### src/rtl/wb_host_sequencer.sv
// Wishbone classic single-beat initiator. Host commands enter through a small FIFO and
// each one becomes exactly one Wishbone cycle. The read data or a timeout error comes
// back on a valid/ready response channel, in command order.
module wb_host_sequencer #(
  parameter int unsigned FIFO_DEPTH = 4,
  parameter int unsigned TIMEOUT    = 255,
  parameter int unsigned TO_W       = 16
) (
  input  logic        wb_clk_i,
  input  logic        wb_rst_ni,
  input  logic        cmd_valid,
  output logic        cmd_ready,
  input  logic        cmd_we,
  input  logic [31:0] cmd_adr,
  input  logic [31:0] cmd_dat,
  output logic        rsp_valid,
  input  logic        rsp_ready,
  output logic [31:0] rsp_dat,
  output logic        rsp_err,
  output logic [31:0] wbm_adr_o,
  output logic [31:0] wbm_dat_o,
  input  logic [31:0] wbm_dat_i,
  output logic        wbm_we_o,
  output logic [3:0]  wbm_sel_o,
  output logic        wbm_cyc_o,
  output logic        wbm_stb_o,
  input  logic        wbm_ack_i,
  output logic        busy
);

  localparam int unsigned PtrW = $clog2(FIFO_DEPTH);
  localparam int unsigned CntW = PtrW + 1;
  localparam logic [CntW-1:0] CntFull = CntW'(FIFO_DEPTH);
  localparam logic [TO_W-1:0] ToLast  = TO_W'(TIMEOUT - 1);

  typedef enum logic [1:0] {StIdle, StReq, StDrain, StResp} state_e;

  typedef struct packed {
    logic        we;
    logic [31:0] adr;
    logic [31:0] dat;
  } cmd_t;

  cmd_t            mem_q [FIFO_DEPTH];
  cmd_t            cmd_in, head;
  logic [PtrW-1:0] wr_ptr_q, wr_ptr_d, rd_ptr_q, rd_ptr_d;
  logic [CntW-1:0] count_q, count_d;
  state_e          state_q, state_d;
  logic [TO_W-1:0] to_cnt_q, to_cnt_d;
  logic            cyc_q, cyc_d, we_q, we_d;
  logic [31:0]     adr_q, adr_d, dat_q, dat_d;
  logic            rsp_valid_q, rsp_valid_d, rsp_err_q, rsp_err_d;
  logic [31:0]     rsp_dat_q, rsp_dat_d;
  logic            push, pop;

  assign cmd_in = '{we: cmd_we, adr: cmd_adr, dat: cmd_dat};
  assign head   = mem_q[rd_ptr_q];

  // Ready comes from the registered count, so a pop while full does not admit a push that cycle.
  assign cmd_ready = (count_q != CntFull);
  assign push      = cmd_valid && cmd_ready;
  assign pop       = (state_q == StIdle) && (count_q != '0);

  // Next-state logic for the FIFO bookkeeping and the bus sequencer.
  always_comb begin
    wr_ptr_d    = push ? wr_ptr_q + PtrW'(1) : wr_ptr_q;
    rd_ptr_d    = pop ? rd_ptr_q + PtrW'(1) : rd_ptr_q;
    count_d     = count_q;
    state_d     = state_q;
    to_cnt_d    = to_cnt_q;
    cyc_d       = cyc_q;
    we_d        = we_q;
    adr_d       = adr_q;
    dat_d       = dat_q;
    rsp_valid_d = rsp_valid_q;
    rsp_err_d   = rsp_err_q;
    rsp_dat_d   = rsp_dat_q;

    unique case ({push, pop})
      2'b10:   count_d = count_q + CntW'(1);
      2'b01:   count_d = count_q - CntW'(1);
      default: count_d = count_q;
    endcase

    unique case (state_q)
      StIdle: begin
        if (pop) begin
          state_d  = StReq;
          cyc_d    = 1'b1;
          we_d     = head.we;
          adr_d    = head.adr;
          dat_d    = head.dat;
          to_cnt_d = '0;
        end
      end
      StReq: begin
        // Ack takes priority over a timeout landing on the same cycle.
        if (wbm_ack_i) begin
          state_d   = StDrain;
          cyc_d     = 1'b0;
          rsp_dat_d = we_q ? 32'h0 : wbm_dat_i;
          rsp_err_d = 1'b0;
          to_cnt_d  = '0;
        end else if (to_cnt_q == ToLast) begin
          state_d   = StDrain;
          cyc_d     = 1'b0;
          rsp_dat_d = 32'h0;
          rsp_err_d = 1'b1;
          to_cnt_d  = '0;
        end else begin
          to_cnt_d = to_cnt_q + TO_W'(1);
        end
      end
      StDrain: begin
        // The slave's registered ack lingers after stb drops; wait it out so it is never
        // mistaken for the ack of the next cycle.
        if (!wbm_ack_i) begin
          state_d     = StResp;
          rsp_valid_d = 1'b1;
        end else if (to_cnt_q == ToLast) begin
          state_d     = StResp;
          rsp_valid_d = 1'b1;
          rsp_err_d   = 1'b1;
          rsp_dat_d   = 32'h0;
        end else begin
          to_cnt_d = to_cnt_q + TO_W'(1);
        end
      end
      StResp: begin
        if (rsp_ready) begin
          state_d     = StIdle;
          rsp_valid_d = 1'b0;
        end
      end
      default: state_d = StIdle;
    endcase
  end

  // Sequencer state, FIFO pointers and all registered outputs.
  always_ff @(posedge wb_clk_i or negedge wb_rst_ni) begin
    if (!wb_rst_ni) begin
      state_q     <= StIdle;
      wr_ptr_q    <= '0;
      rd_ptr_q    <= '0;
      count_q     <= '0;
      to_cnt_q    <= '0;
      cyc_q       <= 1'b0;
      we_q        <= 1'b0;
      adr_q       <= 32'h0;
      dat_q       <= 32'h0;
      rsp_valid_q <= 1'b0;
      rsp_err_q   <= 1'b0;
      rsp_dat_q   <= 32'h0;
    end else begin
      state_q     <= state_d;
      wr_ptr_q    <= wr_ptr_d;
      rd_ptr_q    <= rd_ptr_d;
      count_q     <= count_d;
      to_cnt_q    <= to_cnt_d;
      cyc_q       <= cyc_d;
      we_q        <= we_d;
      adr_q       <= adr_d;
      dat_q       <= dat_d;
      rsp_valid_q <= rsp_valid_d;
      rsp_err_q   <= rsp_err_d;
      rsp_dat_q   <= rsp_dat_d;
    end
  end

  // Command storage.
  always_ff @(posedge wb_clk_i or negedge wb_rst_ni) begin
    if (!wb_rst_ni) begin
      for (int unsigned i = 0; i < FIFO_DEPTH; i++) mem_q[i] <= '0;
    end else if (push) begin
      mem_q[wr_ptr_q] <= cmd_in;
    end
  end

  assign wbm_cyc_o = cyc_q;
  assign wbm_stb_o = cyc_q;
  assign wbm_we_o  = we_q;
  assign wbm_adr_o = adr_q;
  assign wbm_dat_o = dat_q;
  assign wbm_sel_o = 4'hF;
  assign rsp_valid = rsp_valid_q;
  assign rsp_dat   = rsp_dat_q;
  assign rsp_err   = rsp_err_q;
  assign busy      = (count_q != '0) || (state_q != StIdle);

endmodule
### config.mk
export PLATFORM = sky130hd
export DESIGN_NAME = wb_host_sequencer
export DESIGN_NICKNAME = d
export VERILOG_FILES = /design/src/rtl/wb_host_sequencer.sv
export SDC_FILE = /design/constraint.sdc
export NUM_CORES = 1
export LEC_CHECK = 0
export ABC_AREA = 1
export BUFFER_PORTS_ARGS = -buffer_cell sky130_fd_sc_hd__buf_2
export CELL_PAD_IN_SITES_DETAIL_PLACEMENT = 1
export CELL_PAD_IN_SITES_GLOBAL_PLACEMENT = 1
export CORE_MARGIN = 3
export CORE_UTILIZATION = 49
export CTS_CLUSTER_SIZE = 14
export DETAILED_ROUTE_END_ITERATION = 8
export PLACE_DENSITY = 0.82
export RECOVER_POWER = 25
export SLEW_MARGIN = 20
export SYNTH_ARGS = -nofsm -noshare
export SYNTH_HDL_FRONTEND = slang
export SYNTH_SLANG_ARGS = --single-unit
### constraint.sdc
create_clock -name wb_clk_i -period 5.1 [get_ports wb_clk_i]
set_input_delay 0.765 -clock wb_clk_i [delete_from_list [all_inputs] [get_ports wb_clk_i]]
set_output_delay 0.765 -clock wb_clk_i [all_outputs]
set_load 0.02 [all_outputs]
==> results of run 1 <==
==> through the flow <==
| step | hold WS, ps | utilization [%] |
|---|---|---|
| after floorplan | 469.4 | - |
| after detailed placement | 478.8 | 53.39 |
| after global routing | 485.4 | 57.26 |
| after global placement | 465.3 | 53.39 |
| after CTS | 324.6 | 57.30 |
| final | 488.1 | 57.27 |
==> cells by family after synthesis <==
kind of cell / after synthesis
AND/OR/NAND/NOR: 504
AO/OA/AOI/OAI: 440
flip-flops: 385
buffers and inverters: 305
multiplexers: 130
adder cells (fa/ha/maj): 12
XOR/XNOR: 5
other: 1
==> registers in the layout, indices dropped and copies added, names as in the netlist, 2 cells and up <==
register and cells:
rd_ptr_q 2, state_q 2, wbm_dat_o 32, rsp_dat 32, count_q 3, mem_q 260
to_cnt_q 16, wr_ptr_q 2, wbm_adr_o 32
==> report_power, final <==
part,total [mW],internal (mW),switching (mW),leakage (nW)
Sequential,5.50,4.57,0.928,4.61
Combinational,5.73,2.21,3.51,4.13
Clock,3.02,1.80,1.22,0.670
Total,14.3,8.58,5.67,9.41
==> routing by layer <==
metal	vias up	track usage, %
li1	6192	-
met1	6752	30.83
met2	252	43.00
met3	89	4.313
met4	6	6.786
met5	-	0
==> how the worst max path moves through the flow <==
stage / startpoint / to / cells after the start
floorplan: state_q[0] / count_q[2] / 12
global placement: cmd_valid / mem_q[110] / 5
detailed placement: cmd_valid / mem_q[108] / 5
CTS: state_q[1] / count_q[2] / 10
global route: wb_rst_ni / rd_ptr_q[0] / 1
finish: wb_rst_ni / rd_ptr_q[0] / 1
==> cell usage in the layout, fill, tap and decap left out, types with 17 or more instances in the layout <==
cell       netlist  final
a21oi_1         73     73
a2bb2oi_1       32     32
a31oi_1         65     65
buf_2           34    203
clkbuf_16        0     43
dfrtp_1        385    383
inv_1          177    178
mux2_2          66     66
mux2_4          64     64
nand2_1        359    359
nand3_1         17     17
nor2_1         103    102
o211ai_1        63     63
o21ai_0        205    205
==> cell type report <==
class	count	area, sq um	area share [%]
multi-input combinational	1095	6514	32.60
clock buffer	66	1262	6.319
tap	455	569.3	2.850
inverter	184	693.2	3.470
antenna	5	12.51	0.06263
timing repair buffer	219	1184	5.925
clock inverter	9	101.3	0.5073
sequential	385	9642	48.26
==> results.yml, run 1 <==
die:
  initial_core_util_pct: 50.26
  row_count: 68
  die_w_um: 195.2
  design.core.area_sq_um: 34880
  dieArea_sq_um: 38090
  ios: 209
  dieHeight_um: 195.2
sta:
  finalCritPeriodShare_pct: 62.12
  skew_ps: 10.70
  grt_setup_unrepaired: "false"
  final_max_slew_viol_count: 103
  slew_headroom_pct: -88.27
  layout_setup_ws_ps: 1932
  fin_crit_ps: 3168
  fmax_ghz: 0.3156
  hold_viol: 0
  tightestPinTransition_ps: 2824
  setup_tns_ps: 0
  final-setup-viol-count: 0
synthesis:
  ys_seq_area_share_pct: 54.95
  synth-simple-area-share_pct: 11.64
  ys.flop_type: "dfrtp_1"
  synth-adder-area-share_pct: 0.8992
  ys_top_cells_by_count: "dfrtp_1 (385), nand2_1 (359), o21ai_0 (205)"
  synth-compound-area-share_pct: 14.62
  syn_area_sq_um: 17530
  synth.distinct_cells: 34
  ys_ff_latch: 385
  synth_top_area_share_pct: 54.95
  muxShareOfSynthArea_pct: 9.720
  synth_top_family_by_area: "compound AO/OA/AOI/OAI gates"
  synthXorXnorAreaFrac_pct: 0.2498
  synthCells: 1782
  synth_top_area_cell: "dfrtp_1"
  synth_most_common_cell: "dfrtp_1"
  ys_top_cells_by_area: "dfrtp_1 (55%), nand2_1 (7.7%), o21ai_0 (5.9%)"
  ys_async_sr_fraction_pct: 100.0
  ys_warn_count: 0
  syn_avg_cell_area_sq_um: 9.838
  synth_edf_count: 0
setup_path:
  r2r-end: "mem_q[108]"
  path_cells: "clkbuf_2"
  timing.setup.critical_path_class: "input pin to async pin"
  cp_max_fo: 105
  crit_family: "buffers and inverters"
  reg2reg_setup_slack_ps: 2100
  worst_path_max_delay_cell: "clkbuf_2"
  reg2reg_depth: 6
  required_ps: 4720
  start_kind: "input pin"
  cp-end-kind: "async pin"
  arrival_ps: 2790
  r2r-start: "count_q[0]"
  path_buf_inv: 1
  slowest_delay_ps: 1890
run_status:
  status: "complete, but fails checks"
  violations: "capacitance limit, slew limit"
global_routing:
  track_usage_pct: 24.31
  grt_pass1_vias: 14808
  grt_start_max_net_pins: 131
  globalRouteOverflowTotal: 0
  grt_pass1_wl_mm: 77.16
  grt_antenna_before_repair: 6
job:
  max_cap_viol_count: 1
min_path:
  hp-class: "flop to flop"
  min_to: "rsp_valid"
  holdCritStartpoint: "rsp_valid"
  hold_depth: 2
route:
  ant_nets: 0
  drtIter0Drc: 582
  topRoutingLayerUsed: "met5"
  wl_per_cell_um: 19.25
  drcViolationCount: 0
  drt_wl_total_mm: 46.55
  routed-wl-met2_mm: 23.50
  dr_wl_met3_mm: 1.943
  via_count: 13291
  drt-met1-wl_mm: 19.99
  drt_pass1_iterations: 4
  post_drt_via_cell_ratio: 5.497
power:
  design_power_total_mw: 14.25
  powerDensity_nw_per_um2: 713.3
  ir_worst_vdd_mv: 0.3870
  leakagePower_nw: 9.407
placement:
  port-buffer-count: 204
  pre_cts_ws_ps: 2266
  gp_congestion: 0.7891
  dp_hpwl_mm: 28.44
  placed_cells: 2338
  place_area_sq_um: 18630
clock_tree:
  postCtsSetupBuffers: 0
  cts_tree: "yes"
  numClockSinks: 385
  clkTransAtPathRegs_ps: 60
  clockRootBuffer: "clkbuf_16"
  postCtsHoldBufs: 0
  cts_buffers: 42
  cts.htree.levels: 2
  cts-resized-gates: 0
  clk_latency_ps: 530
  clock_path_buffers: 3
finish:
  final_area_sq_um: 19980
  finalNetCount: 2041
  finalNonFillerCells: 2418
  n_fill_cell: 3975
  drive_gt1_share_pct: 21.91
  areaGrowthSynthToFinish_pct: 13.95
(Power assumes the default switching activity.)
==> run 2: changes to the inputs <==
--- a/config.mk
+++ b/config.mk
@@ -10,10 +10,10 @@
 export CELL_PAD_IN_SITES_DETAIL_PLACEMENT = 1
 export CELL_PAD_IN_SITES_GLOBAL_PLACEMENT = 1
 export CORE_MARGIN = 3
-export CORE_UTILIZATION = 49
+export CORE_UTILIZATION = 41
 export CTS_CLUSTER_SIZE = 14
 export DETAILED_ROUTE_END_ITERATION = 8
-export PLACE_DENSITY = 0.82
+export PLACE_DENSITY = 0.73
 export RECOVER_POWER = 25
 export SLEW_MARGIN = 20
 export SYNTH_ARGS = -nofsm -noshare
==> constraint.sdc (replaced) <==
create_clock -name wb_clk_i -period 2.71 [get_ports wb_clk_i]
set_input_delay 0.4065 -clock wb_clk_i [delete_from_list [all_inputs] [get_ports wb_clk_i]]
set_output_delay 0.4065 -clock wb_clk_i [all_outputs]
set_load 0.02 [all_outputs]
==> results.yml, run 2 (synthesis results as in run 1) <==
run_status:
  status: "complete, but fails checks"
  violations: "capacitance limit, slew limit"
power:
  design_power_total_mw: 27.10
  leakagePower_nw: 9.587
  ir_worst_vdd_mv: 0.8052
  powerDensity_nw_per_um2: 1325
sta:
  finalCritPeriodShare_pct: 81.92
  slew_headroom_pct: -24.66
  fin_crit_ps: 2220
  final-setup-viol-count: 0
  skew_ps: 18.08
  holdWs_ps: 103.4
  tightestPinTransition_ps: 1870
  final_max_slew_viol_count: 58
  grt_setup_unrepaired: "false"
  hold_viol: 0
  setup_tns_ps: 0
  fmax_ghz: 0.4504
finish:
  largest_register_ffs: 260
  final_common_cell: "dfrtp_1"
  areaGrowthSynthToFinish_pct: 16.65
  finalNonFillerCells: 2524
  finalNetCount: 2065
  top_register: "mem_q"
  drive_gt1_share_pct: 22.81
  final_cell_mix: "dfrtp_1 (383), nand2_1 (359), o21ai_0 (205)"
global_routing:
  track_usage_pct: 20.62
  globalRouteOverflowTotal: 0
  grt_pass1_vias: 13990
  grt_start_max_net_pins: 169
  grt_pass1_wl_mm: 75.58
  grt_antenna_before_repair: 9
clock_tree:
  postCtsSetupBuffers: 0
  postCtsHoldBufs: 1
  cts.htree.levels: 2
  clkTransAtPathRegs_ps: 60
  clk_latency_ps: 560
  clock_path_buffers: 3
  numClockSinks: 385
  cts-resized-gates: 0
  clockRootBuffer: "clkbuf_16"
  cts_buffers: 44
  cts_tree: "yes"
setup_path:
  start_kind: "input pin"
  setup.worst_path.start: "wb_rst_ni"
  crit_family: "buffers and inverters"
  worst_path_max_delay_cell: "clkbuf_2"
  timing.setup.critical_path_class: "input pin to async pin"
  required_ps: 3410
  reg2reg_depth: 10
  slowest_delay_ps: 1320
  path_buf_inv: 3
  r2r-start: "state_q[1]"
  cp-end-kind: "async pin"
  path_cells: "dlygate4sd3_1 > clkbuf_2 > buf_4"
  arrival_ps: 2920
  cp_max_fo: 61
  cp.depth: 3
die:
  ios: 209
  design.core.area_sq_um: 42130
  dieHeight_um: 212.8
  row_count: 75
  initial_core_util_pct: 41.61
  die_w_um: 212.8
  dieArea_sq_um: 45280
route:
  drt_pass1_iterations: 5
  via_count: 13199
  post_drt_via_cell_ratio: 5.229
  drt_wl_total_mm: 46.12
  drtIter0Drc: 849
  drcViolationCount: 0
  wl_per_cell_um: 18.27
  ant_nets: 0
min_path:
  hp-class: "input pin to flop"
  hold_depth: 3
  holdCritStartpoint: "cmd_adr[7]"
placement:
  port-buffer-count: 204
  placed_cells: 2443
  gp_congestion: 0.7686
  dp_hpwl_mm: 28.67
job:
  max_cap_viol_count: 1
-- run 2: cell types whose count changed in the layout (fill, tap and decap cells not counted), moves of 2 or more --
cell and delta:
buf_4 +7, clkinv_2 +2, clkbuf_2 +2, clkbuf_16 +3, buf_12 +10, diode_2 -2
clkbuf_8 -3
-- run 2: report_power, final --
group / internal (mW) / switching, mW
registers: 8.61 / 1.47
logic: 4.40 / 6.70
clock network: 3.58 / 2.34
total: 16.6 / 10.5
-- run 2: path summary, 6_finish.rpt --
check / end / slack, ps
max: mem_q[124] / 490
min: mem_q[39] / 100
max reg2reg: count_q[2] / 520
min reg2reg: rsp_valid / 480
max in group wb_clk_i: count_q[2] / 520
min in group asynchronous: wbm_dat_o[30] / 900
-- run 2: area by class of cell --
type	instances	area, sq um
Antenna cell	3	7.507
Sequential cell	385	9642
Clock inverter	12	150.1
Timing Repair Buffer	241	1464
Multi-Input combinational cell	1095	6528
Clock buffer	65	1292
Fill cell	4705	21680
Inverter	184	693.2
Tap cell	539	674.4
-- run 2: metrics by stage --
stage | utilization (%) | cell area [sq um] | setup WS, ps
finish | 48.54 | 20450 | 489.9
global route | 48.53 | 20450 | 202.3
CTS | 48.57 | 20470 | 507.0
detailed placement | 45.13 | 19010 | 518.5
global placement | 45.13 | 19010 | 618.4
floorplan | - | 17540 | 450.1
-- run 2: layer usage --
| metal | up-vias | share of wire, % | track usage (%) |
|---|---|---|---|
| li1 | 6243 | - | - |
| met1 | 6652 | 47 | 28.20 |
| met2 | 232 | 47 | 34.15 |
| met3 | 62 | 4.5 | 3.864 |
| met4 | 10 | 1.7 | 5.139 |
| met5 | - | 0.12 | 0 |
-- run 2: worst min-delay path, cell delays in order --
cell,delay [ps]
buf_2,110
nand2_1,50
o21ai_0,60
==> run 3: changes to the inputs <==
==> constraint.sdc (replaced) <==
create_clock -name wb_clk_i -period 1.9 [get_ports wb_clk_i]
set_input_delay 0.285 -clock wb_clk_i [delete_from_list [all_inputs] [get_ports wb_clk_i]]
set_output_delay 0.285 -clock wb_clk_i [all_outputs]
set_load 0.02 [all_outputs]
==> results.yml, run 3 (synthesis results as in run 1) <==
route:
  ant_nets: 0
  drt_wl_total_mm: 48.46
  post_drt_via_cell_ratio: 5.257
  drt_pass1_iterations: 5
  drcViolationCount: 0
  via_count: 13664
  drtIter0Drc: 637
  wl_per_cell_um: 18.65
clock_tree:
  cts.htree.levels: 2
  clockRootBuffer: "clkbuf_16"
  numClockSinks: 385
  clk_latency_ps: 560
  cts_buffers: 43
  clkTransAtPathRegs_ps: 60
  clock_path_buffers: 3
  cts_tree: "yes"
finish:
  finalNonFillerCells: 2599
  finalNetCount: 2147
  antenna_cells: 0
  largest_register_ffs: 260
  fin_util_pct: 50.79
  final_cell_mix: "dfrtp_1 (383), nand2_1 (359), o21ai_0 (204)"
  final_common_cell: "dfrtp_1"
  drive_gt1_share_pct: 23.64
  top_register: "mem_q"
  areaGrowthSynthToFinish_pct: 22.07
die:
  dieHeight_um: 212.8
  die_w_um: 212.8
  dieArea_sq_um: 45280
  design.core.area_sq_um: 42130
  initial_core_util_pct: 41.61
  row_count: 75
  ios: 209
placement:
  gp_congestion: 0.7690
  pre_cts_ws_ps: 20.97
  port-buffer-count: 204
  dp_hpwl_mm: 29.75
  placed_cells: 2457
sta:
  fmax_ghz: 0.5276
  final-setup-viol-count: 0
  final_max_slew_viol_count: 0
  fin_crit_ps: 1895
  finalCritPeriodShare_pct: 99.75
  skew_ps: 12.32
  grt_setup_unrepaired: "true"
  tightestPinTransition_ps: 959.4
  holdWs_ps: 25.29
  layout_setup_ws_ps: 4.702
  hold_viol: 0
  slew_headroom_pct: 36.04
setup_path:
  reg2reg_setup_slack_ps: 5
  cp-end-kind: "flop"
  required_ps: 2330
  setup.worst_path.start: "state_q[0]"
  crit_end: "count_q[2]"
  r2r-start: "state_q[0]"
  reg2reg_depth: 10
  timing.setup.critical_path_class: "flop to flop"
  start_kind: "flop"
  cp_max_fo: 4
  arrival_ps: 2320
  r2r-end: "count_q[2]"
global_routing:
  grt_pass1_vias: 14880
  grt_start_max_net_pins: 133
  globalRouteOverflowTotal: 0
  grt_pass1_wl_mm: 78.92
  grt_antenna_before_repair: 2
  track_usage_pct: 21.52
run_status:
  status: "finished clean"
min_path:
  holdCritStartpoint: "cmd_adr[10]"
  hp-class: "input pin to flop"
power:
  leakagePower_nw: 9.985
  powerDensity_nw_per_um2: 1852
  ir_worst_vdd_mv: 1.076
  design_power_total_mw: 39.63
job:
  max_cap_viol_count: 0
-- run 3: power by group --
part	total (mW)	internal, mW	switching, mW
registers	14.4	12.3	2.09
logic	16.9	6.91	9.96
clock network	8.39	5.05	3.34
-- run 3: final cells by class --
class	instances	area, sq um
Inverter	184	700.7
Tap cell	539	674.4
Multi-Input combinational cell	1095	6590
Timing Repair Buffer	324	2387
Clock inverter	10	127.6
Fill cell	4741	20730
Clock buffer	62	1280
Sequential cell	385	9642
-- run 3: worst max-delay path: stages (launching register included) --
cell and delay [ps]:
dfrtp_1 400, inv_2 90, ha_4 170, o31ai_4 90, inv_4 90, ha_4 120, inv_2 50, fa_2 370
a21oi_2 130, o21ai_1 100, xor2_1 150
-- run 3: timing repair --
item | CTS | global route
hold buffers | 62 | 0
pin swaps | 1 | 2
gates cloned | 0 | 2
resized for setup | 2 | 14
setup endpoints to repair | 1 | 68
buffers inserted | 3 | 3
endpoints found under the hold margin | 219 | 0
-- run 3: how the worst min path moves through the flow --
| stage | end | slack, ps | depth (start not counted) |
|---|---|---|---|
| global route | mem_q[42] | 20 | 3 |
| floorplan | count_q[0] | -10 | 0 |
| finish | mem_q[172] | 30 | 3 |
| detailed placement | rsp_dat[13] | 320 | 1 |
| global placement | rsp_dat[19] | 310 | 1 |
| CTS | mem_q[182] | 1 | 3 |
-- run 3: per-layer routing --
layer / up-vias / routed length, um / GRT usage, %
met5: - / 27 / 0
met4: 4 / 934 / 5.368
met2: 243 / 24460 / 37.92
li1: 6398 / - / -
met1: 6953 / 20950 / 27.52
met3: 66 / 2086 / 3.952
-- run 3: per-stage QoR --
stage / setup TNS [ps] / area, sq um
CTS: -26.06 / 21420
detailed placement: 0 / 19360
finish: 0 / 21400
floorplan: -86.24 / 17600
global route: -612.7 / 21400
global placement: 0 / 19360
